**src/rtl/issue_ctrl.sv**
```systemverilog
// issue_ctrl: decode-stage issue controller for the in-order pipeline.
//
// Holds the IF/ID instruction register, offers it to execute once it is free of
// RAW hazards, and tracks in-flight register writes in a per-register
// countdown scoreboard. The pipeline has no bypass network.
//
// Ports:
//   clk, resetn           clock (rising edge), asynchronous active-low reset
//   if_valid/if_instr/if_pc/if_ready   fetch handshake into the hold register
//   id_valid/id_instr/id_pc/ex_ready   issue handshake towards execute
//   dec_regwen, dec_rd    decoder feedback for id_instr (combinational)
//   flush                 redirect: drop held instruction and this fetch beat
//   stall_hazard          held instruction blocked by the scoreboard
//   busy_mask             per-register busy bits (bit 0 always 0)
module issue_ctrl #(
  parameter int unsigned WB_LAT = 3,
  parameter int unsigned PC_W   = 64
) (
  input  logic            clk,
  input  logic            resetn,
  input  logic            if_valid,
  input  logic [31:0]     if_instr,
  input  logic [PC_W-1:0] if_pc,
  output logic            if_ready,
  output logic            id_valid,
  output logic [31:0]     id_instr,
  output logic [PC_W-1:0] id_pc,
  input  logic            ex_ready,
  input  logic            dec_regwen,
  input  logic [4:0]      dec_rd,
  input  logic            flush,
  output logic            stall_hazard,
  output logic [31:0]     busy_mask
);

  localparam int unsigned CntW = $clog2(WB_LAT + 1);
  localparam logic [CntW-1:0] CntLoad = CntW'(WB_LAT);
  localparam logic [CntW-1:0] CntOne  = CntW'(1);

  localparam logic [6:0] OpLui    = 7'b0110111;
  localparam logic [6:0] OpAuipc  = 7'b0010111;
  localparam logic [6:0] OpJal    = 7'b1101111;
  localparam logic [6:0] OpOp     = 7'b0110011;
  localparam logic [6:0] OpOp32   = 7'b0111011;
  localparam logic [6:0] OpStore  = 7'b0100011;
  localparam logic [6:0] OpBranch = 7'b1100011;

  logic            hold_valid_q;
  logic [31:0]     hold_instr_q;
  logic [PC_W-1:0] hold_pc_q;
  logic [CntW-1:0] cnt_q [1:31];

  logic [6:0]  opcode;
  logic [4:0]  rs1, rs2;
  logic        use_rs1, use_rs2;
  logic [31:0] block_mask;
  logic        hazard;
  logic        issue;

  assign opcode = hold_instr_q[6:0];
  assign rs1    = hold_instr_q[19:15];
  assign rs2    = hold_instr_q[24:20];

  always_comb begin
    use_rs1 = !((opcode == OpLui) || (opcode == OpAuipc) || (opcode == OpJal));
    use_rs2 = (opcode == OpOp) || (opcode == OpOp32) || (opcode == OpStore) ||
              (opcode == OpBranch);
  end

  // busy_mask reports every in-flight write. A reader only blocks while more
  // than one countdown cycle remains: the final cycle is the writeback cycle and
  // the register file is write-through, so the consumer reads the new value and
  // becomes eligible exactly WB_LAT cycles after the producer issued.
  always_comb begin
    busy_mask     = '0;
    block_mask    = '0;
    for (int r = 1; r < 32; r++) begin
      busy_mask[r]  = (cnt_q[r] != '0);
      block_mask[r] = (cnt_q[r] > CntOne);
    end
  end

  assign hazard       = hold_valid_q && ((use_rs1 && block_mask[rs1]) ||
                                         (use_rs2 && block_mask[rs2]));
  assign id_valid     = hold_valid_q && !hazard && !flush;
  assign stall_hazard = hold_valid_q && hazard;
  assign issue        = id_valid && ex_ready;
  // Forced low during reset so fetch never sees a beat taken while held in reset.
  assign if_ready     = resetn && !flush && (!hold_valid_q || issue);
  assign id_instr     = hold_instr_q;
  assign id_pc        = hold_pc_q;

  always_ff @(posedge clk or negedge resetn) begin
    if (!resetn) begin
      hold_valid_q <= 1'b0;
      hold_instr_q <= '0;
      hold_pc_q    <= '0;
    end else if (flush) begin
      hold_valid_q <= 1'b0;
    end else if (if_valid && if_ready) begin
      hold_valid_q <= 1'b1;
      hold_instr_q <= if_instr;
      hold_pc_q    <= if_pc;
    end else if (issue) begin
      hold_valid_q <= 1'b0;
    end
  end

  // Flush leaves the scoreboard alone: older instructions are still in flight.
  always_ff @(posedge clk or negedge resetn) begin
    if (!resetn) begin
      for (int r = 1; r < 32; r++) begin
        cnt_q[r] <= '0;
      end
    end else begin
      for (int r = 1; r < 32; r++) begin
        if (issue && dec_regwen && (dec_rd == 5'(r))) begin
          cnt_q[r] <= CntLoad;
        end else if (cnt_q[r] != '0) begin
          cnt_q[r] <= cnt_q[r] - CntOne;
        end
      end
    end
  end

endmodule

```
**config.mk**
```make
export PLATFORM = sky130hd
export DESIGN_NAME = issue_ctrl
export DESIGN_NICKNAME = d
export VERILOG_FILES = /design/src/rtl/issue_ctrl.sv
export SDC_FILE = /design/constraint.sdc
export NUM_CORES = 1
export LEC_CHECK = 0
export CAP_MARGIN = 40
export CORE_MARGIN = 2
export CORE_UTILIZATION = 55
export DETAILED_ROUTE_END_ITERATION = 16
export PLACE_DENSITY = 0.92
export SYNTH_ARGS = -nofsm -noshare
export SYNTH_HDL_FRONTEND = slang
export SYNTH_SLANG_ARGS = --single-unit
```
**constraint.sdc**
```tcl
create_clock -name clk -period 6.3 [get_ports clk]
set_input_delay 0.945 -clock clk [delete_from_list [all_inputs] [get_ports clk]]
set_output_delay 0.945 -clock clk [all_outputs]
set_load 0.05 [all_outputs]
```
## Word-level counts from Yosys, hierarchy flattened

Index checks and enable logic that the tools add are counted.

- Flip-flop bits (word level): 159
- Output and inout bits: 131
- Logic and storage cells: 323

- Add/subtract/negate cells: 31
- $lt $le $gt $ge: 33
- Eq/ne operators: 38
- Multiplexer cells: 69
- Bitwise logic cells: 1
- Reductions and logical operators: 117

Operators with widths:

| cell | number |
|---|---|
| 2-bit two-way mux | 62 |
| 2-bit nonzero test | 62 |
| 5-bit equality test (second input constant) | 16 |
| 2-bit by 1-bit greater-than comparator with 1-bit output (second input constant) | 31 |
| 2-bit by 1-bit subtractor with 2-bit output (second input constant) | 31 |
| 1-bit logical AND | 42 |
| 5-bit by 4-bit equality test with 1-bit output (second input constant) | 8 |
| 7-bit by 6-bit equality test with 1-bit output (second input constant) | 4 |
| 5-bit by 3-bit equality test with 1-bit output (second input constant) | 4 |
| 7-bit equality test (second input constant) | 2 |
| 5-bit by 6-bit less-than comparator with 1-bit output (second input constant) | 2 |
| 1-bit binary-select mux with 5-bit select | 2 |
| 5-bit by 2-bit equality test with 1-bit output (second input constant) | 2 |
| 7-bit by 5-bit equality test with 1-bit output (second input constant) | 1 |
| 1-bit logical OR | 7 |
| 5-bit by 1-bit equality test with 1-bit output (second input constant) | 1 |
| 1-bit two-way mux | 5 |
| 1-bit zero test | 4 |
| 3-bit nonzero test | 1 |
| 2-bit AND reduction | 1 |
| 1-bit inverter | 1 |

## Logic depth before layout (Yosys ltp)

- Depth after elaboration: 16
- Mapped depth: 12
- Depth with buffers taken out: 9

## Worst setup path before layout

No wires, ideal clock.

- Path kind: reg2out
- Start point: register hold_instr_q[20], in the netlist id_instr[20]
- End point: output if_ready
- Arrival time: 3.107 ns
- Data required time: 5.355 ns
- Slack: 2.248 ns
- Stages on the path, launching flop included: 10
- Buffers on the path: 4
- Cells stage by stage: dfrtp_1 buf_2 buf_2 mux4_2 o221ai_1 o311a_1 buf_4 buf_6 nand3_1 a21oi_1

- Cells in the longest elaborated chain, start to end: 11

RTL lines:

| item | line | source |
|---|---|---|
| start, declared | 49 | `logic [31:0] hold_instr_q;` |
| start signal, assigned | 102 | `hold_instr_q <= if_instr;` |
| 1-bit binary-select mux with 5-bit select | 84 | `(use_rs2 && block_mask[rs2]));` |
| 1-bit two-way mux (implied by the code) | 84 |  |
| 1-bit logical AND | 84 |  |
| 1-bit logical OR | 83 | `assign hazard = hold_valid_q && ((use_rs1 && block_mask[rs1]) \|\|` |
| 1-bit logical AND | 83 |  |
| 1-bit zero test | 85 | `assign id_valid = hold_valid_q && !hazard && !flush;` |
| 1-bit logical AND (2 in series) | 85 |  |
| 1-bit logical AND | 87 | `assign issue = id_valid && ex_ready;` |
| 1-bit logical OR | 89 | `assign if_ready = resetn && !flush && (!hold_valid_q \|\| issue);` |
| 1-bit logical AND | 89 |  |
| end, declared | 24 | `output logic if_ready,` |

No other way between the ends. The select of a mux whose other input is x is not followed.

## Final worst setup path

Same ends and word-level chain as after synthesis.

==> run_summary.xml <==
<?xml version="1.0" encoding="UTF-8"?>
<metrics>
  <group name="synthesis">
    <metric name="synth_largest_type_area_fraction" unit="">0.406</metric>
    <metric name="sequential_cell_area_fraction_in_the_yosys_report" unit="">0.406</metric>
    <metric name="synth_top_cells_by_area" unit="">sky130_fd_sc_hd__dfrtp_1, sky130_fd_sc_hd__nand2_1, sky130_fd_sc_hd__ha_1, sky130_fd_sc_hd__o211ai_1, sky130_fd_sc_hd__nand4_1</metric>
    <metric name="syn-mean-instance-area" unit="sq um">9.28</metric>
    <metric name="synth.net_count" unit="">1224</metric>
    <metric name="synth_ff_type" unit="">sky130_fd_sc_hd__dfrtp_1</metric>
    <metric name="ys_warn_count" unit="">0</metric>
    <metric name="synth_top_cell_by_area" unit="">sky130_fd_sc_hd__dfrtp_1</metric>
    <metric name="synth_cell_types" unit="">48</metric>
    <metric name="netlist_top_cells_count" unit="">sky130_fd_sc_hd__nand2_1, sky130_fd_sc_hd__dfrtp_1, sky130_fd_sc_hd__inv_1, sky130_fd_sc_hd__nand4_1, sky130_fd_sc_hd__o211ai_1</metric>
    <metric name="yosys_register_bits" unit="">159</metric>
    <metric name="synthMostInstantiatedCell" unit="">sky130_fd_sc_hd__nand2_1</metric>
    <metric name="synth_enable_flop_cells" unit="">0</metric>
    <metric name="postSynthCellCount" unit="">1056</metric>
    <metric name="synth_area" unit="sq um">9800</metric>
    <metric name="async_flop_share" unit="">1.00</metric>
  </group>
  <group name="placement">
    <metric name="gp_congestion" unit="">0.914</metric>
    <metric name="detailedPlacementHpwl" unit="um">20300</metric>
    <metric name="place.port_buffers" unit="">236</metric>
    <metric name="preCtsSetupSlack" unit="ps">1630</metric>
  </group>
  <group name="timing">
    <metric name="final.min_clock_period" unit="ps">5270</metric>
    <metric name="max_freq" unit="GHz">0.190</metric>
    <metric name="finalSetupTns" unit="ps">0</metric>
    <metric name="finClkSkew" unit="ps">11.4</metric>
    <metric name="hold_violations" unit="">0</metric>
    <metric name="layout_worst_path_cycle_share" unit="">0.837</metric>
    <metric name="timing.final.setup_violations" unit="">0</metric>
    <metric name="worst_slack" unit="ps">1030</metric>
    <metric name="setup_repair_after_global_routing_missed_its_margin" unit="">no</metric>
    <metric name="worst_pin_slew" unit="ps">977</metric>
    <metric name="count_of_final_max_slew_check_failures" unit="">0</metric>
    <metric name="slew-limit-headroom" unit="">0.348</metric>
  </group>
  <group name="detailed_routing">
    <metric name="drt_drc_violations_left" unit="">0</metric>
    <metric name="dr.pass1.iters" unit="">9</metric>
    <metric name="via_per_inst" unit="">6.33</metric>
    <metric name="drt_first_iter_violations" unit="">1161</metric>
    <metric name="dr_total_vias" unit="">9341</metric>
    <metric name="route.detailed.wl_per_inst" unit="um">20.8</metric>
    <metric name="route.final.wire_length" unit="um">30700</metric>
    <metric name="drtAntennaViolNets" unit="">0</metric>
  </group>
  <group name="clocking">
    <metric name="cts_post_setup_buffers_inserted" unit="">0</metric>
    <metric name="cts_tree" unit="">built</metric>
    <metric name="clock_path_buffers" unit="">2</metric>
    <metric name="clock_sinks" unit="">159</metric>
    <metric name="cts-resized-gates" unit="">0</metric>
    <metric name="worst_setup_hold_path_clk_slew" unit="ps">60</metric>
    <metric name="htree_num_levels" unit="">4</metric>
    <metric name="clock_latency_on_the_worst_skew_pair" unit="ps">440</metric>
    <metric name="hold_buffers" unit="">0</metric>
    <metric name="cts_root_buffer" unit="">sky130_fd_sc_hd__clkbuf_16</metric>
    <metric name="cts_made_buffers" unit="">17</metric>
  </group>
  <group name="critical_path">
    <metric name="arrival" unit="ps">4330</metric>
    <metric name="cp_top_family" unit="">flip-flops</metric>
    <metric name="worst-setup-path-type" unit="">flip-flop to primary output</metric>
    <metric name="cpMostUsedCell" unit="">sky130_fd_sc_hd__mux2i_1</metric>
    <metric name="reg2regPathDepth" unit="">10</metric>
    <metric name="required" unit="ps">5350</metric>
    <metric name="crit_start" unit="">id_instr[20]</metric>
    <metric name="r2r-end" unit="">id_pc[61]</metric>
    <metric name="worst_setup_path_endpoint" unit="">if_ready</metric>
    <metric name="rr_startpoint" unit="">id_instr[15]</metric>
    <metric name="wp_depth" unit="">7</metric>
    <metric name="crit_path_max_fanout" unit="">71</metric>
    <metric name="reg2reg_slack" unit="ps">1650</metric>
    <metric name="cp-end-kind" unit="">primary output</metric>
    <metric name="cp_cell_sequence" unit="">mux2i_1 -&gt; mux4_2 -&gt; mux2i_1 -&gt; o311a_4 -&gt; nand3_1 -&gt; a21oi_1 -&gt; clkdlybuf4s50_1</metric>
    <metric name="setup.worst_path.start_class" unit="">flip-flop</metric>
    <metric name="path_buf_inv" unit="">1</metric>
    <metric name="critical-path-slowest-cell" unit="">sky130_fd_sc_hd__dfrtp_1</metric>
    <metric name="critPathMaxStageDelay" unit="ps">990</metric>
  </group>
  <group name="floorplanning">
    <metric name="core_region_area" unit="sq um">17400</metric>
    <metric name="floorplan.io_pins" unit="">238</metric>
    <metric name="floorplan.die_area" unit="sq um">18900</metric>
    <metric name="rows" unit="">48</metric>
    <metric name="die_y" unit="um">138</metric>
    <metric name="fp.dieW" unit="um">138</metric>
    <metric name="start_util" unit="">0.565</metric>
  </group>
  <group name="job">
    <metric name="timing.max_cap.violations" unit="">0</metric>
  </group>
  <group name="pwr">
    <metric name="cellPowerDensity" unit="nW/um^2">630</metric>
    <metric name="p_leak" unit="nW">5.39</metric>
    <metric name="ir_drop" unit="V">0.000441</metric>
  </group>
  <group name="global_routing">
    <metric name="globalRoute.totalOverflow" unit="">0</metric>
    <metric name="grt_pass1_wl" unit="um">47500</metric>
    <metric name="grt_start_max_net_pins" unit="">80</metric>
    <metric name="number_of_antenna_violations_at_the_first_check_in_global_routing" unit="">0</metric>
    <metric name="grt_pass1_vias" unit="">9116</metric>
    <metric name="grtUsageTotal" unit="">0.323</metric>
  </group>
  <group name="cells_and_area">
    <metric name="n_antenna_cell" unit="">0</metric>
    <metric name="share_of_cells_above_drive_strength_1" unit="">0.0912</metric>
    <metric name="area_growth" unit="%">30.7</metric>
    <metric name="fillers" unit="">1176</metric>
    <metric name="num-nets-final" unit="">1405</metric>
  </group>
  <group name="worst_hold_path">
    <metric name="worst_hold_path_type" unit="">input port to asynchronous set/reset pin</metric>
  </group>
  <group name="run_status">
    <metric name="status" unit="">finished, final reports clean</metric>
  </group>
</metrics>
-- state kept, by name, summed over array words and instances, names as in the netlist --
signal	cells
id_instr	32
id_pc	64
cnt_q	62
hold_valid_q	1
-- kinds of logic after synthesis --
kind of cell,after synthesis,synth area share
other cells,1,0.000383
fa+ha+maj,61,0.0779
mux,42,0.0539
simple gates,386,0.195
compound gates,189,0.157
buf+inv,187,0.0821
xor+xnor,31,0.0277
flops,159,0.406
-- area by class of cell --
type | instances | area [sq um] | share of cell area
repair buffers | 249 | 2530 | 0.198
flip-flops and latches | 159 | 3980 | 0.311
well taps | 225 | 282 | 0.0220
clock inverters | 15 | 159 | 0.0124
inverters | 100 | 375 | 0.0293
multi-input cells | 710 | 5060 | 0.395
clock buffers | 17 | 425 | 0.0332
-- worst reg2reg max path: cells and delay by family (launching register included) --
family,cells,cell delay (ps)
AND/OR/NAND/NOR,3,1140
buffers and inverters,3,1350
AO/OA/AOI/OAI,4,1180
flip-flops,1,820
-- per-stage QoR --
step / area (sq um) / total power [W] / cells / utilization / hold slack [ps]
after global routing: 12800 / 0.00848 / 1475 / 0.738 / 445
after floorplan: 9800 / 0.00544 / 1056 / - / 481
after detailed placement: 12200 / 0.00689 / 1443 / 0.704 / 512
after CTS: 12800 / 0.00802 / 1475 / 0.738 / 435
final: 12800 / 0.00807 / 1475 / 0.738 / 421
after global placement: 12100 / 0.00668 / 1440 / 0.700 / 497
-- layout by cell type, fill, tap and decap left out, types with 28 or more instances in the layout --
cell type / instances
sky130_fd_sc_hd__clkdlybuf4s50_1: 235
sky130_fd_sc_hd__dfrtp_1: 159
sky130_fd_sc_hd__ha_1: 61
sky130_fd_sc_hd__inv_1: 99
sky130_fd_sc_hd__nand2_1: 205
sky130_fd_sc_hd__nand4_1: 98
sky130_fd_sc_hd__o211ai_1: 96
sky130_fd_sc_hd__o31ai_1: 33
sky130_fd_sc_hd__xor2_1: 28
-- where the power goes --
part | internal, W | switching [W] | leakage, nW
sequential | 0.00153 | 0.000467 | 1.93
clock | 0.000589 | 0.000458 | 0.293
combinational | 0.00179 | 0.00323 | 3.17
total | 0.00391 | 0.00416 | 5.39
-- routing by layer --
metal	GRT usage	vias up	part of all wire
met2	0.505	622	0.48
met3	0.0728	133	0.090
met4	0.172	0	0.052
li1	-	4091	-
met1	0.420	4495	0.38
met5	0	-	0
-- worst min path at each step --
| stage | start | to | cells after the start |
|---|---|---|---|
| floorplan | cnt_q[60] | cnt_q[60] | 2 |
| global placement | cnt_q[60] | cnt_q[60] | 2 |
| detailed placement | cnt_q[60] | cnt_q[60] | 2 |
| CTS | resetn | cnt_q[11] | 1 |
| global route | resetn | cnt_q[22] | 1 |
| finish | resetn | cnt_q[11] | 1 |
Power figures use the tool's default switching activity.
